===== src/rtl/spi_pkg.sv =====
// Shared definitions for the SPI transfer engine: FSM state encoding and
// SCLK polarity/phase mode constants.
package spi_pkg;

  typedef enum logic [2:0] {
    IDLE  = 3'd0,
    LEAD  = 3'd1,
    SHIFT = 3'd2,
    TRAIL = 3'd3,
    DONE  = 3'd4
  } state_t;

  localparam logic CPOL_IDLE_LOW     = 1'b0;
  localparam logic CPOL_IDLE_HIGH    = 1'b1;
  localparam logic CPHA_SAMPLE_LEAD  = 1'b0;
  localparam logic CPHA_SAMPLE_TRAIL = 1'b1;

endpackage


===== src/rtl/spi_clk_gen.sv =====
// SCLK divider: counts CLK_DIV-cycle half periods while enabled and flags the
// leading and trailing SCLK edges of each bit period during the shift phase.
module spi_clk_gen
  import spi_pkg::*;
#(
  parameter int   CLK_DIV = 2,
  parameter logic CPOL    = CPOL_IDLE_LOW
) (
  input  logic CLK,
  input  logic RST,
  input  logic en,
  input  logic shift,
  output logic half_end,
  output logic lead_edge,
  output logic trail_edge,
  output logic sclk
);

  localparam int DIV_W = $clog2(CLK_DIV) + 1;

  logic [DIV_W-1:0] div_cnt;
  logic             phase;

  assign half_end   = en && (div_cnt == DIV_W'(CLK_DIV - 1));
  assign lead_edge  = shift && half_end && !phase;
  assign trail_edge = shift && half_end && phase;
  // phase is 1 only in the active (non-idle) half of a bit period
  assign sclk       = CPOL ^ phase;

  always_ff @(posedge CLK or posedge RST) begin
    if (RST) begin
      div_cnt <= '0;
      phase   <= 1'b0;
    end else if (!en) begin
      div_cnt <= '0;
      phase   <= 1'b0;
    end else begin
      div_cnt <= half_end ? '0 : div_cnt + DIV_W'(1);
      if (shift && half_end) phase <= !phase;
    end
  end

endmodule


===== src/rtl/spi_xfer_engine.sv =====
// Single-word SPI master: LEAD/SHIFT/TRAIL framing around DATA_W bit periods.
// Define SPI_XFER_CS_EN to add an active-low chip-select output CS_N.
module spi_xfer_engine
  import spi_pkg::*;
#(
  parameter int   DATA_W  = 8,
  parameter int   CLK_DIV = 2,
  parameter logic CPOL    = CPOL_IDLE_LOW,
  parameter logic CPHA    = CPHA_SAMPLE_LEAD
) (
  input  logic              CLK,
  input  logic              RST,
  input  logic              W_STB,
  input  logic [DATA_W-1:0] W_DATA,
  output logic              W_RDY,
  output logic              R_STB,
  output logic [DATA_W-1:0] R_DATA,
  output logic              BUSY,
  output logic              SCLK,
  output logic              MOSI,
  input  logic              MISO
`ifdef SPI_XFER_CS_EN
  ,
  output logic              CS_N
`endif
);

  localparam int BIT_W = $clog2(DATA_W) + 1;

  state_t            state, state_nxt;
  logic [BIT_W-1:0]  bit_cnt;
  logic [DATA_W-1:0] tx_sr, rx_sr;
  logic              mosi_q;
  logic              gen_en, in_shift, half_end, lead_edge, trail_edge;
  logic              accept, last_bit;

  assign gen_en   = (state == LEAD) || (state == SHIFT) || (state == TRAIL);
  assign in_shift = (state == SHIFT);
  assign accept   = (state == IDLE) && W_STB;
  assign last_bit = (bit_cnt == BIT_W'(DATA_W - 1));
  assign BUSY     = !W_RDY;
  assign MOSI     = mosi_q;
`ifdef SPI_XFER_CS_EN
  assign CS_N     = !gen_en;
`endif

  spi_clk_gen #(
    .CLK_DIV (CLK_DIV),
    .CPOL    (CPOL)
  ) u_clk_gen (
    .CLK        (CLK),
    .RST        (RST),
    .en         (gen_en),
    .shift      (in_shift),
    .half_end   (half_end),
    .lead_edge  (lead_edge),
    .trail_edge (trail_edge),
    .sclk       (SCLK)
  );

  always_ff @(posedge CLK or posedge RST) begin
    if (RST) state <= IDLE;
    else     state <= state_nxt;
  end

  always_comb begin
    state_nxt = state;
    W_RDY     = 1'b0;
    R_STB     = 1'b0;
    case (state)
      IDLE: begin
        W_RDY = 1'b1;
        if (W_STB) state_nxt = LEAD;
      end
      LEAD:    if (half_end) state_nxt = SHIFT;
      SHIFT:   if (trail_edge && last_bit) state_nxt = TRAIL;
      TRAIL:   if (half_end) state_nxt = DONE;
      DONE: begin
        R_STB     = 1'b1;
        state_nxt = IDLE;
      end
      default: state_nxt = IDLE;
    endcase
  end

  // Shift datapath; MOSI parks high outside the bit periods
  always_ff @(posedge CLK or posedge RST) begin
    if (RST) begin
      bit_cnt <= '0;
      tx_sr   <= '0;
      rx_sr   <= '0;
      mosi_q  <= 1'b1;
      R_DATA  <= '0;
    end else begin
      if (accept) begin
        tx_sr   <= W_DATA;
        rx_sr   <= '0;
        bit_cnt <= '0;
        mosi_q  <= (CPHA == CPHA_SAMPLE_LEAD) ? W_DATA[DATA_W-1] : 1'b1;
      end
      if (lead_edge) begin
        if (CPHA == CPHA_SAMPLE_LEAD) begin
          rx_sr <= {rx_sr[DATA_W-2:0], MISO};
        end else begin
          mosi_q <= tx_sr[DATA_W-1];
          tx_sr  <= tx_sr << 1;
        end
      end
      if (trail_edge) begin
        bit_cnt <= bit_cnt + BIT_W'(1);
        if (CPHA == CPHA_SAMPLE_LEAD) begin
          tx_sr  <= tx_sr << 1;
          mosi_q <= last_bit ? 1'b1 : tx_sr[DATA_W-2];
        end else begin
          rx_sr <= {rx_sr[DATA_W-2:0], MISO};
          if (last_bit) mosi_q <= 1'b1;
        end
      end
      if ((state == TRAIL) && half_end) R_DATA <= rx_sr;
    end
  end

endmodule


===== config.mk =====
export PLATFORM = sky130hd
export DESIGN_NAME = spi_xfer_engine
export DESIGN_NICKNAME = d
export VERILOG_FILES = /design/src/rtl/spi_pkg.sv /design/src/rtl/spi_clk_gen.sv /design/src/rtl/spi_xfer_engine.sv
export SDC_FILE = /design/constraint.sdc
export NUM_CORES = 1
export LEC_CHECK = 0
export ABC_AREA = 1
export CAP_MARGIN = 20
export CORE_ASPECT_RATIO = 0.7
export CORE_MARGIN = 5
export CORE_UTILIZATION = 40
export CTS_CLUSTER_DIAMETER = 120
export DETAILED_ROUTE_END_ITERATION = 10
export DONT_BUFFER_PORTS = 1
export GPL_TIMING_DRIVEN = 0
export PLACE_DENSITY = 0.65
export REMOVE_ABC_BUFFERS = 1
export SLEW_MARGIN = 10
export SYNTH_ARGS = -nofsm -noshare
export SYNTH_HDL_FRONTEND = slang
export SYNTH_HIERARCHICAL = 1
export SYNTH_SLANG_ARGS = --single-unit

===== constraint.sdc =====
create_clock -name CLK -period 4.95 [get_ports CLK]
set_input_delay 0.7425 -clock CLK [delete_from_list [all_inputs] [get_ports CLK]]
set_output_delay 0.7425 -clock CLK [all_outputs]
set_load 0.02 [all_outputs]

=== After elaboration in Yosys (flattened, before gate mapping) ===
Cells that the tools add are included.

* Flip-flop bits (word level): 34
* Output and inout bits: 13
* Word-level logic and storage cells: 56
* Input port bits: 12

* Multiplexer cells: 20
* Eq/ne operators: 11
* Add/sub/neg operators: 2
* Reductions and logical operators: 15

{| class="wikitable"
|+ Operators with widths
! cell !! count
|-
| two-way mux 8 bit || 2
|-
| two-way mux 7 bit || 2
|-
| two-way mux 3 bit || 4
|-
| case mux 3 bit (4 select lines) || 1
|-
| inequality test 2 bit (second input constant) || 5
|-
| two-way mux 4 bit || 2
|-
| logical AND 1 bit || 7
|-
| two-way mux 1 bit || 7
|-
| == test 3 x 2 -> 1 bit (second input constant) || 2
|-
| adder 4 x 1 -> 4 bit (second input constant) || 1
|-
| == test 4 x 3 -> 1 bit (second input constant) || 1
|-
| two-way mux 2 bit || 2
|-
| AND reduction 4 bit || 1
|-
| nonzero test 2 bit || 2
|-
| == test 3 x 1 -> 1 bit (second input constant) || 1
|-
| == test 3 bit (second input constant) || 1
|-
| logical NOT 3 bit || 1
|-
| adder 2 x 1 -> 2 bit (second input constant) || 1
|-
| == test 2 x 1 -> 1 bit (second input constant) || 1
|-
| logical NOT 1 bit || 2
|-
| logical OR 1 bit || 2
|}

=== Depth between registers and ports, before layout ===
* Depth in word-level cells: 9
* Depth in mapped cells: 12
* Gate-level depth less buffers: 12

=== Modules after synthesis ===
Netlist, hierarchy kept.

{| class="wikitable"
|+ By module, submodules not included
! module !! instances !! seq. area each (µm²) !! area an instance (µm²) !! cells each
|-
| spi_xfer_engine || 1 || 777.0 || 1397.6 || 159
|-
| spi_clk_gen || 1 || 75.1 || 146.4 || 17
|}

=== Worst setup path before layout ===
No wires, ideal clock.

* Path type: register -> output
* From: reg state[0]
* To: out BUSY
* Setup slack: 3.041 ns
* Data required time: 4.208 ns
* Cell stages (with the launch flop): 5
* Arrival time: 1.167 ns
* Path buffers: 0
* Cell sequence: dfrtp_1 nor2_2 inv_1 nor2_1 inv_1

* Cells in the longest elaborated chain, start to end: 3

{| class="wikitable"
|+ Ends and longest elaborated chain
! item !! RTL line !! text
|-
| start: declaration || spi_xfer_engine.sv:30 || <nowiki>state_t state, state_nxt;</nowiki>
|-
| start signal: assignment || spi_xfer_engine.sv:63 || <nowiki>else state <= state_nxt;</nowiki>
|-
| logical NOT 3 bit || spi_xfer_engine.sv:70 || <nowiki>case (state)</nowiki>
|-
| two-way mux 1 bit || spi_xfer_engine.sv:70 ||
|-
| via W_RDY || spi_xfer_engine.sv:15 || <nowiki>output logic W_RDY,</nowiki>
|-
| logical NOT 1 bit || spi_xfer_engine.sv:41 || <nowiki>assign BUSY = !W_RDY;</nowiki>
|-
| end: declaration || spi_xfer_engine.sv:18 || <nowiki>output logic BUSY,</nowiki>
|}

The timed path passes the listed nets, and every way through them passes these cells.

=== Final worst setup path ===
* From: reg state[0]
* To: reg state[1]

* Cells in the longest elaborated chain, start to end: 9
* Elaborated cells between the ends (all ways): 16
* Those cells by class: eq/ne: 7; mux: 1; reduce/logical: 8

{| class="wikitable"
|+ Ends and longest elaborated chain
! item !! RTL line !! text
|-
| == test 3 x 1 -> 1 bit or == test 3 x 2 -> 1 bit (tied branches) || spi_xfer_engine.sv:37 || <nowiki>assign gen_en = (state == LEAD) || (state == SHIFT) || (state == TRAIL);</nowiki>
|-
| logical OR 1 bit || spi_xfer_engine.sv:37 ||
|-
| logical OR 1 bit (*) || spi_xfer_engine.sv:37 ||
|-
| via gen_en || spi_xfer_engine.sv:34 || <nowiki>logic gen_en, in_shift, half_end, lead_edge, trail_edge;</nowiki>
|-
| logical AND 1 bit (*) || spi_clk_gen.sv:24 || <nowiki>assign half_end = en && (div_cnt == DIV_W'(CLK_DIV - 1));</nowiki>
|-
| logical AND 1 bit (*) (2 in a row) || spi_clk_gen.sv:26 || <nowiki>assign trail_edge = shift && half_end && phase;</nowiki>
|-
| via trail_edge || spi_xfer_engine.sv:34 ||
|-
| logical AND 1 bit (*) || spi_xfer_engine.sv:76 || <nowiki>SHIFT: if (trail_edge && last_bit) state_nxt = TRAIL;</nowiki>
|-
| inequality test 2 bit (no source line) (*) || - ||
|-
| AND reduction 4 bit (no source line) (*) || - ||
|}

Mark *: on every way through the listed nets, which the timed path passes. The rest lies on a longest branch.
A chain may end at the register's enable or synchronous reset.

==> metrics.txt <==
xor and xnor fraction of the mapped netlist area=0%; drc violations=0; total I/O pin count=25; placer's final routability congestion estimate=0.795; via total after detailed routing=1148; power density over cell area=approximately 590 nW/um^2; share of synthesized area occupied by flip-flops and latches=55.2%; height of the chip=about 62 um; basic-gate share of the synthesized area counting and, or, nand and nor cells=25.8%; Die Area=approximately 5200 um^2; number of iterations in the first detailed-routing pass=4; # diodes=0; final routed wirelength across all metal layers=roughly 2.9 mm; maximum clock insertion buffer count=2; share of power burned in registers=roughly half; multiplexer share of the synthesized area=less than 1%; later-pin clock latency in the skew report=around 0.28 ns; Num CTS Buffers=5; TritonCTS clock tree=built; post-CTS setup buffer count=0; H-Tree Level Count=2; dominant combinational cell family by area after synthesis=simple AND/OR/NAND/NOR gates; Root Buffer Master=sky130_fd_sc_hd__clkbuf_8; number of port buffers=0; number of setup violations in the final report=0; Int Pwr=between 0.5 and 0.6 mW; number of placement rows=18; number of maximum-capacitance constraint violations=0; cell area after technology mapping=1540 um^2; combinational power share=about a third; Via density=4.95; global-route wire length before repair=5.02 mm; Net Switching=a little over 0.4 mW; Final period util=between 50% and 60%; PostCTS Resize Cnt=0; power share of the clock group=between 10% and 20%; worst-path fanout max=13; post-synthesis sequential element count=34; CTS Sinks=34; Max Freq=~390 MHz; synthesized area per cell=approximately 9 um^2; GRT Residual Overflow=0; Synth cell types=27; maximum number of pins on one net before global-route repair=18; share of the synthesized area in compound gates (AO/OA/AOI/OAI)=10.1%; core area=between 3000 and 4000 um^2; minimum clock period after layout=about 2.6 ns; GR Util All Layers=around 12%; share of final-layout standard cells stronger than drive strength 1=between 10% and 20%; required time of the critical path=between 5 and 6 ns; number of antenna violations at the first check in global routing=0; status=complete, no violations; proportion of total power due to net switching=41.6%; Initial Util=42.6%; slew at the pin with the worst max-slew slack=0.880 ns; Startpoint Class=register; initial DRC count=60; total number of nets in the final design=195; highest ir drop seen on vdd=just over 0.2 mV; half-perimeter wire length after detailed placement=~2.2 mm; setup TNS=0 ns; Worst Clk Skew=around 0.0065 ns; Leakage Power=about 0.86 nW; Adder-Cell Fraction of Synth Area=less than 1%; antenna violation net count after detailed routing=0; cts hold-fix bufs=0; Arr. time, crit path=about 2.7 ns; number of cells produced by synthesis=176; clock transition time at the flip-flop clock pins of the worst setup and hold paths=0.06 ns; slew margin rel.=approximately two fifths; number of global-route vias before repair=around 1100; endpoint type of the worst setup path=register; Worst Path Class, Setup=register to register; final count of hold timing violations=0; Pins Over Slew Limit=0; Yosys warning total=6; type of the tightest min-delay check=input port to asynchronous set/reset pin; unrepaired setup endpoints after global routing=no; horizontal die dimension=approximately 84 um; routed wire length per instance=about 12 um; area grow syn2layout=9.72%; Pwr Total=~0.99 mW
critical path: stages, from the launching register on:
cell and delay (ns):
sky130_fd_sc_hd__dfrtp_1 0.43, sky130_fd_sc_hd__nor2_2 0.09, sky130_fd_sc_hd__nor2_1 0.27, sky130_fd_sc_hd__nand4_1 0.18, sky130_fd_sc_hd__nor2_1 0.70, sky130_fd_sc_hd__inv_2 0.24
sky130_fd_sc_hd__nor2_1 0.14, sky130_fd_sc_hd__nand2_1 0.09, sky130_fd_sc_hd__nand2_1 0.11, sky130_fd_sc_hd__nand3_1 0.08, sky130_fd_sc_hd__nand2_1 0.06, sky130_fd_sc_hd__nand2_1 0.05
state kept, by name, summed over array words and instances, names as in the netlist:
signal             flops
MOSI                   1
R_DATA                 8
bit_cnt                4
rx_sr                  8
state                  3
tx_sr                  7
u_clk_gen/div_cnt      2
u_clk_gen/sclk         1
cell usage after synthesis (all sizes together):
library cell / count / area share [%]
nor3: 2 / 0.97
clkinv: 1 / 0.32
o22ai: 7 / 2.8
ha: 1 / 0.81
nand2: 63 / 16
dfrtp: 33 / 53
nand4: 3 / 1.2
nand3b: 2 / 0.97
o21ai: 12 / 5.8
nand3: 7 / 3.2
dfstp: 1 / 1.7
inv: 25 / 6.1
a21oi: 3 / 0.97
buf: 2 / 1.1
mux2i: 1 / 0.65
nor2: 11 / 2.8
o211ai: 1 / 0.49
or2: 1 / 0.41
final cells by class:
| class | count | area, um^2 |
|---|---|---|
| multi-input combinational | 114 | 577 |
| inverter | 26 | 98.8 |
| timing repair buffer | 1 | 27.5 |
| fill | 343 | 1930 |
| sequential | 34 | 852 |
| clock buffer | 7 | 76.3 |
| tap | 50 | 62.6 |
path summary, 6_finish.rpt:
kind                          start             end  slack [ns]  cells past startpoint
setup / recovery           state[0]        state[1]        2.39                     11
hold / removal                  RST  u_clk_gen/sclk        0.22                      1
setup reg to reg           state[0]        state[1]        2.39                     11
hold reg to reg            tx_sr[4]        tx_sr[4]        0.47                      2
max in group asynchronous       RST       R_DATA[4]        3.96                      2
min in group CLK           tx_sr[4]        tx_sr[4]        0.47                      2
placed cells by master (no fill, tap or decap), types with 3 or more instances in the layout:
cell type,n
sky130_fd_sc_hd__a21oi_1,3
sky130_fd_sc_hd__dfrtp_1,33
sky130_fd_sc_hd__nor2_1,10
sky130_fd_sc_hd__o22ai_1,7
sky130_fd_sc_hd__o21ai_1,3
sky130_fd_sc_hd__nand3_2,3
sky130_fd_sc_hd__nand4_1,3
sky130_fd_sc_hd__nand3_1,4
sky130_fd_sc_hd__nand2_1,60
sky130_fd_sc_hd__clkbuf_8,5
sky130_fd_sc_hd__o21ai_2,8
sky130_fd_sc_hd__inv_2,6
sky130_fd_sc_hd__inv_1,19
through the flow:
step	instances	utilization, %	hold WS (ns)	instance area (um^2)	worst slack (ns)
after floorplan	174	-	0.442	1530	2.90
after global placement	224	43.9	0.453	1590	2.54
after detailed placement	225	44.6	0.458	1620	2.45
after CTS	232	46.7	0.213	1690	2.43
after global routing	232	46.7	0.217	1690	2.06
final	232	46.7	0.219	1690	2.39
power groups by stage:
stage | Clock, mW | Combinational (mW) | Sequential [mW]
2_1_floorplan | 0 | 0.261 | 0.481
5_1_grt | 0.206 | 0.364 | 0.508
4_1_cts | 0.191 | 0.318 | 0.496
6_report | 0.185 | 0.315 | 0.494
3_5_place_dp | 0 | 0.317 | 0.501
3_3_place_gp | 0 | 0.296 | 0.494
logic make-up (layout without fill, tap and decap cells):
logic type / Yosys count / after routing
adders and majority gates: 1 / 1
buffers and inverters: 28 / 34
muxes: 1 / 1
AOI/OAI and AO/OA: 23 / 23
DFF: 34 / 34
and+or+nand+nor: 89 / 89
routing by layer:
metal	track usage [%]	vias up	routed length, um
met5	0	-	0
met4	5.28	0	40
met3	5.27	4	189
met2	20.8	33	1370
met1	14.3	544	1290
li1	-	567	-
(Power assumes the default switching activity.)
